===== config.mk =====
export PLATFORM = sky130hd
export DESIGN_NAME = mem_bridge
export DESIGN_NICKNAME = d
export VERILOG_FILES = /design/src/rtl/mem_bridge.sv
export SDC_FILE = /design/constraint.sdc
export NUM_CORES = 1
export LEC_CHECK = 0
export ABC_AREA = 0
export BUFFER_PORTS_ARGS = -buffer_cell sky130_fd_sc_hd__buf_2
export CORE_MARGIN = 2
export CORE_UTILIZATION = 42
export CTS_BUF_LIST = sky130_fd_sc_hd__clkbuf_16
export DETAILED_ROUTE_END_ITERATION = 7
export GPL_TIMING_DRIVEN = 0
export PLACE_DENSITY = 0.84
export SYNTH_ARGS = -nofsm -noshare
export SYNTH_HDL_FRONTEND = slang
export SYNTH_SLANG_ARGS = --single-unit

===== constraint.sdc =====
create_clock -name clock -period 1.58 [get_ports clock]
set_input_delay 0.237 -clock clock [delete_from_list [all_inputs] [get_ports clock]]
set_output_delay 0.237 -clock clock [all_outputs]
set_load 0.1 [all_outputs]

===== src/rtl/mem_bridge.sv =====
// Core-to-asynchronous-SRAM bridge: one byte access per core clock-enable pulse, with bus hold.
// Optional ROM write protection of the top 64 KiB when MEM_BRIDGE_ROMWP_EN is defined.
module mem_bridge #(
    parameter int unsigned WAIT = 1
) (
    input  logic        clock,
    input  logic        reset,
    input  logic [19:0] address,
    input  logic [7:0]  wdata,
    input  logic        we,
    output logic [7:0]  rdata,
    output logic        ce,
    input  logic        hold,
    output logic        hold_ack,
    output logic [19:0] sram_a,
    output logic [7:0]  sram_do,
    input  logic [7:0]  sram_di,
    output logic        sram_oe,
    output logic        sram_ce_n,
    output logic        sram_oe_n,
    output logic        sram_we_n
);

    localparam int unsigned AW = 20;
    localparam int unsigned DW = 8;
    localparam int unsigned CW = 4;

    typedef enum logic [1:0] {IDLE, ACC, DONE} state_t;

    state_t        state, state_nxt;
    logic [CW-1:0] cnt, cnt_nxt;
    logic [DW-1:0] rdata_nxt;
    logic          ce_nxt;
    logic          hold_ack_nxt;
    logic [AW-1:0] sram_a_nxt;
    logic [DW-1:0] sram_do_nxt;
    logic          sram_oe_nxt, sram_ce_n_nxt, sram_oe_n_nxt, sram_we_n_nxt;
    logic          lat_we, lat_we_nxt;
    logic          wp_c;

    // Write-protect decode on the incoming address; only used when latching a write.
`ifdef MEM_BRIDGE_ROMWP_EN
    assign wp_c = (address[19:16] == 4'hF);
`else
    assign wp_c = 1'b0;
`endif

    always_ff @(posedge clock) begin
        if (reset) begin
            state     <= IDLE;
            cnt       <= '0;
            rdata     <= '0;
            ce        <= 1'b0;
            hold_ack  <= 1'b0;
            sram_a    <= '0;
            sram_do   <= '0;
            sram_oe   <= 1'b0;
            sram_ce_n <= 1'b1;
            sram_oe_n <= 1'b1;
            sram_we_n <= 1'b1;
            lat_we    <= 1'b0;
        end else begin
            state     <= state_nxt;
            cnt       <= cnt_nxt;
            rdata     <= rdata_nxt;
            ce        <= ce_nxt;
            hold_ack  <= hold_ack_nxt;
            sram_a    <= sram_a_nxt;
            sram_do   <= sram_do_nxt;
            sram_oe   <= sram_oe_nxt;
            sram_ce_n <= sram_ce_n_nxt;
            sram_oe_n <= sram_oe_n_nxt;
            sram_we_n <= sram_we_n_nxt;
            lat_we    <= lat_we_nxt;
        end
    end

    always_comb begin
        state_nxt     = state;
        cnt_nxt       = cnt;
        rdata_nxt     = rdata;
        ce_nxt        = 1'b0;
        hold_ack_nxt  = hold_ack;
        sram_a_nxt    = sram_a;
        sram_do_nxt   = sram_do;
        sram_oe_nxt   = sram_oe;
        sram_ce_n_nxt = sram_ce_n;
        sram_oe_n_nxt = sram_oe_n;
        sram_we_n_nxt = sram_we_n;
        lat_we_nxt    = lat_we;

        case (state)
            IDLE: begin
                if (hold) begin
                    hold_ack_nxt  = 1'b1;
                    sram_ce_n_nxt = 1'b1;
                    sram_oe_n_nxt = 1'b1;
                    sram_we_n_nxt = 1'b1;
                    sram_oe_nxt   = 1'b0;
                end else begin
                    hold_ack_nxt  = 1'b0;
                    sram_a_nxt    = address;
                    sram_do_nxt   = wdata;
                    lat_we_nxt    = we;
                    cnt_nxt       = CW'(WAIT);
                    sram_ce_n_nxt = 1'b0;
                    if (we) begin
                        // Protected writes keep full timing but never strobe the SRAM.
                        if (!wp_c) begin
                            sram_we_n_nxt = 1'b0;
                            sram_oe_nxt   = 1'b1;
                        end
                    end else begin
                        sram_oe_n_nxt = 1'b0;
                    end
                    state_nxt = ACC;
                end
            end
            ACC: begin
                if (cnt != '0) begin
                    cnt_nxt = cnt - CW'(1);
                end else begin
                    rdata_nxt     = lat_we ? sram_do : sram_di;
                    sram_ce_n_nxt = 1'b1;
                    sram_oe_n_nxt = 1'b1;
                    sram_we_n_nxt = 1'b1;
                    sram_oe_nxt   = 1'b0;
                    ce_nxt        = 1'b1;
                    state_nxt     = DONE;
                end
            end
            DONE: begin
                state_nxt = IDLE;
            end
            default: begin
                state_nxt = IDLE;
            end
        endcase
    end

endmodule

# ---- Word-level counts from Yosys, hierarchy flattened
# Index checks and enable logic that the tools add are counted.
dict set report op_classes {
  n_bitwise 3
  n_reduce_logical 11
  addsub 1
  n_eq_ne 6
  n_mux 21
}
# op n
set op_table {}
lappend op_table {{2-to-1 mux 1 bit} 10}
lappend op_table {{AND reduction 3 bit} 3}
lappend op_table {{2-to-1 mux 4 bit} 2}
lappend op_table {{2-to-1 mux 8 bit} 1}
lappend op_table {{one-hot mux 1 bit (2 select lines)} 4}
lappend op_table {{one-hot mux 4 bit (2 select lines)} 1}
lappend op_table {{AND reduction 2 bit} 4}
lappend op_table {{!= test 2 bit, second input constant} 3}
lappend op_table {{!= test 3 bit, second input constant} 2}
lappend op_table {{2-to-1 mux 2 bit} 2}
lappend op_table {{one-hot mux 2 bit (2 select lines)} 1}
lappend op_table {{nonzero test 4 bit} 1}
lappend op_table {{subtractor 4 x 1 -> 4 bit, second input constant} 1}
lappend op_table {{NOT 1 bit} 3}
lappend op_table {{equality test 2 x 1 -> 1 bit, second input constant} 1}
lappend op_table {{logical NOT 2 bit} 1}
lappend op_table {{nonzero test 2 bit} 1}
lappend op_table {{OR reduction 2 bit} 1}
dict set report totals {
  ff_bits 49
  output_inout_bits 42
  inputBits 40
}

# ---- Depth between registers and ports, before layout
dict set report logic_depth {
  word_depth 3
  mapped_depth 6
  mapped_depth_nobuf 5
}

# ---- Worst setup path before layout
# OpenSTA, ideal clock, no wires.
dict set report synth_path {
  path_kind {reg-to-reg}
  startpoint {register cnt[0]}
  endpoint {register rdata[0]}
  arrival_time_ns 1.387
  path_slack_ns 0.052
  path_stages_with_launch 6
  required_time_ns 1.439
  path_buffers 0
  cell_sequence {dfxtp_1 inv_1 ha_1 or3b_4 nor2_1 a211oi_1}
}
dict set report synth_via {
  elab_chain_cells 3
}
# item line_no
set synth_rtl {}
lappend synth_rtl {{start, declared} 31} ;# logic [CW-1:0] cnt, cnt_nxt;
lappend synth_rtl {{start signal, assigned} 64} ;# cnt <= cnt_nxt;
lappend synth_rtl {{nonzero test 4 bit} 120} ;# if (cnt != '0) begin
lappend synth_rtl {{NOT 1 bit (no source line)} -}
lappend synth_rtl {{AND reduction 2 bit (no source line)} -}
lappend synth_rtl {{end signal, assigned} 65} ;# rdata <= rdata_nxt;
lappend synth_rtl {{end, declared} 11} ;# output logic [7:0] rdata,
# No other way between the ends.
# A chain may end at the register's enable or synchronous reset.

# ---- Final worst setup path
dict set report layout_path {
  startpoint {register cnt[0]}
  endpoint {register sram_oe}
}
dict set report layout_via {
  elab_chain_cells 3
}
# item line_no
set layout_rtl {}
lappend layout_rtl {{nonzero test 4 bit} 120}
lappend layout_rtl {{!= test 2 bit (no source line)} -}
lappend layout_rtl {{AND reduction 3 bit (no source line)} -}
lappend layout_rtl {{end signal, assigned} 70} ;# sram_oe <= sram_oe_nxt;
lappend layout_rtl {{end, declared} 18} ;# output logic sram_oe,
# No other way between the ends.

==> results.ini <==
[run_status]
outcome = complete, no violations

[cts]
cts-htree-levels = 2
numClockSinks = 49
clk_transition_reported_paths_ns = 0.07
clk_root_buffer_cell = sky130_fd_sc_hd__clkbuf_16
ctsHoldBuffers = 0
worst_skew_pair.late_latency_ns = 0.29
cts_max_path_buffers = 2
cts_made_buffers = 5
cts_tree = built

[yosys]
synth.avg_cell_area_um2 = 8.68
synth_enable_flop_cells = 0
syn_nets = 262
sequential_area_share_after_synthesis_pct = 51.4
synth_top_area_share_pct = 51.4
syn-cell-area_um2 = 1910
synthTopCellsByCount = sky130_fd_sc_hd__nand2_1, sky130_fd_sc_hd__dfxtp_1, sky130_fd_sc_hd__a21oi_1
synth.most_common_cell = sky130_fd_sc_hd__nand2_1
synthDistinctLibCells = 29
dominantRegCellSynth = sky130_fd_sc_hd__dfxtp_1
async_reset_ff_share_pct = 0
ys_ff_latch = 49
synthesis.instances = 220
yosysWarnings = 0
yosysTopAreaCell = sky130_fd_sc_hd__dfxtp_1
post_synth_main_area_contributors = sky130_fd_sc_hd__dfxtp_1, sky130_fd_sc_hd__nand2_1, sky130_fd_sc_hd__a21oi_1

[detailed_routing]
post-route-drc-count = 0
number_of_optimization_iterations_in_the_first_detailed_route_pass = 4
initialDrtViolationCount = 44
via_count = 1829
totalWireLength_um = 4660
wire_per_inst_um = 12.9
antenna_left = 0
viasPerCell = 5.05

[floorplanning]
std_cell_rows = 24
die-area_um2 = 5100
design.core.area_um2 = 4350
io-pin-count = 82
initial_utilization_pct = 43.9
fp.dieH_um = 71.4
die_width_um = 71.4

[critical_path]
critical_path.cell_chain = inv_2, ha_2, or3b_4, a211oi_4, nor3_1
worst_reg2reg_path_startpoint = cnt[0]
type_of_destination_of_the_critical_path = flip-flop
timing.critical_path.from_type = flip-flop
crit_path_top_delay_cell = sky130_fd_sc_hd__or3b_4
cp.arrival_ns = 1.69
critical_path.top_delay_family = simple AND/OR/NAND/NOR gates
critPathBufInv = 1
path_class = reg -> reg
cpPeakStageDelay_ns = 0.43
crit-reg2reg-capture = sram_oe
reg2regPathDepth = 5
critPathMaxFanout = 4
cp.required_ns = 1.73
ff2ff_setup_slack_ns = 0.04

[global_routing]
grt_first_pass_wirelength_um = 7690
grt_start_max_net_pins = 16
antenna_found_initial = 0
global_route_total_overflow = 0
grt_pass1_vias = 1694
globalRouteTotalUtil_pct = 18.9

[worst_hold_path]
min_to = sram_do[4]
min_path_cells = 3
timing.hold.worst.start = wdata[4]
worstHoldPathType = in -> reg

[cells_and_area]
n_antenna_cell = 0
layout.nets = 351
syn2layout_area_growth_pct = 34.5
post_route_cells_drive_above_1_share_pct = 36.1
layout_cells_excl_fill = 362
layout.cell_area.non_filler_um2 = 2570

[placement]
gp_routability_congestion = 0.728
detailed_place.area_um2 = 2380
dpl.cell_count = 353
buffer_ports.inserted = 81
hpwl_um = 3310

[timing]
maxSlewHeadroom_pct = 65.1
timing.fmax_ghz = 0.651
holdWs_ns = 0.179
final_max_slew_viol_count = 0
setup-violations-final = 0
worst_skew_ns = 0.00521
final_min_period_over_clock_period_pct = 97.2
worstMarginPinSlew_ns = 0.523
timing_hold_violations_final = 0
finalCriticalPeriod_ns = 1.54

[run]
max_cap_violations = 0

[power_and_ir_drop]
peakVddDrop_mv = 0.939
power-per-cell-area_nw_per_um2 = 1370
static-leakage-power_nw = 1.16

worst reg2reg max path: stages (launching register included):
cell and delay, ns:
sky130_fd_sc_hd__dfxtp_2 0.33, sky130_fd_sc_hd__inv_2 0.08, sky130_fd_sc_hd__ha_2 0.19, sky130_fd_sc_hd__or3b_4 0.43, sky130_fd_sc_hd__a211oi_4 0.29, sky130_fd_sc_hd__nor3_1 0.08
metal layers:
layer | vias up | GRT usage (%) | part of all wire [%]
met3 | 7 | 4.78 | 5.5
met1 | 849 | 24.0 | 45
met4 | 0 | 6.29 | 1.2
met5 | - | 0 | 0
li1 | 925 | - | -
met2 | 48 | 31.3 | 49
layout by cell type, fill, tap and decap left out, types with 2 or more instances in the layout:
cell type                   synthesis  final
sky130_fd_sc_hd__buf_2              9     89
sky130_fd_sc_hd__nand2_1           60     60
sky130_fd_sc_hd__dfxtp_1           49     47
sky130_fd_sc_hd__a21oi_1           41     41
sky130_fd_sc_hd__a211oi_1           9      9
sky130_fd_sc_hd__mux2i_1            8      8
sky130_fd_sc_hd__nor2_1             8      7
sky130_fd_sc_hd__clkbuf_1           5      5
sky130_fd_sc_hd__clkbuf_16          0      5
sky130_fd_sc_hd__or3_1              3      3
sky130_fd_sc_hd__inv_1              3      2
sky130_fd_sc_hd__buf_6              2      2
sky130_fd_sc_hd__buf_4              0      2
sky130_fd_sc_hd__and2b_1            2      2
sky130_fd_sc_hd__o21ai_0            2      2
sky130_fd_sc_hd__nor3_1             2      2
sky130_fd_sc_hd__dfxtp_2            0      2
what timing repair did:
action | 4_1_cts | 5_1_grt
setup buffers | 0 | 1
endpoints found under the setup margin | 13 | 17
resized for setup | 7 | 5
endpoints found under the hold margin | 0 | 0
pin swaps | 0 | 2
cells by family after synthesis:
logic type               count (synthesis)  share of synthesized area, %
multiplexers                             8                          4.19
adder cells (fa/ha/maj)                  2                          1.31
AO/OA/AOI/OAI                           60                          18.7
buffers and inverters                   19                          5.11
flip-flops                              49                          51.4
AND/OR/NAND/NOR                         82                          19.3
worst max-delay path by stage:
stage / start / depth (start not counted) / to / slack [ns]
finish: cnt[0] / 5 / sram_oe / 0.04
global route: cnt[0] / 5 / cnt[2] / -0.0008
CTS: cnt[0] / 5 / sram_oe / 0.006
detailed placement: cnt[0] / 5 / rdata[2] / -0.28
global placement: cnt[0] / 5 / rdata[0] / -0.20
floorplan: cnt[0] / 5 / rdata[0] / 0.05
cell type report:
cell class              count  area (um2)
well taps                  52        65.1
clock inverters             3        17.5
inverters                   3        11.3
plain buffers              16        88.8
flip-flops and latches     49         983
clock buffers               5         125
fillers                   382        1790
multi-input cells         152         863
repair buffers             82         413
state kept, by name, summed over array words and instances, names as in the netlist, 2 cells and up:
signal   cells
rdata        8
sram_a      20
state        2
sram_do      8
cnt          4
power breakdown:
group | internal [mW] | leakage [nW] | switching (mW)
clock network | 0.581 | 0.0712 | 0.451
registers | 1.33 | 0.403 | 0.0504
logic | 0.240 | 0.681 | 0.860
per-stage QoR:
stage | power (mW) | utilization, % | setup WS [ns] | TNS, ns
global route | 3.65 | 59.0 | -0.000820 | -0.000820
floorplan | 2.27 | - | 0.0516 | 0
global placement | 2.46 | 54.7 | -0.198 | -1.57
detailed placement | 2.48 | 54.7 | -0.276 | -2.13
CTS | 3.52 | 58.5 | 0.00643 | 0
finish | 3.51 | 59.0 | 0.0438 | 0
Power figures use the tool's default switching activity.
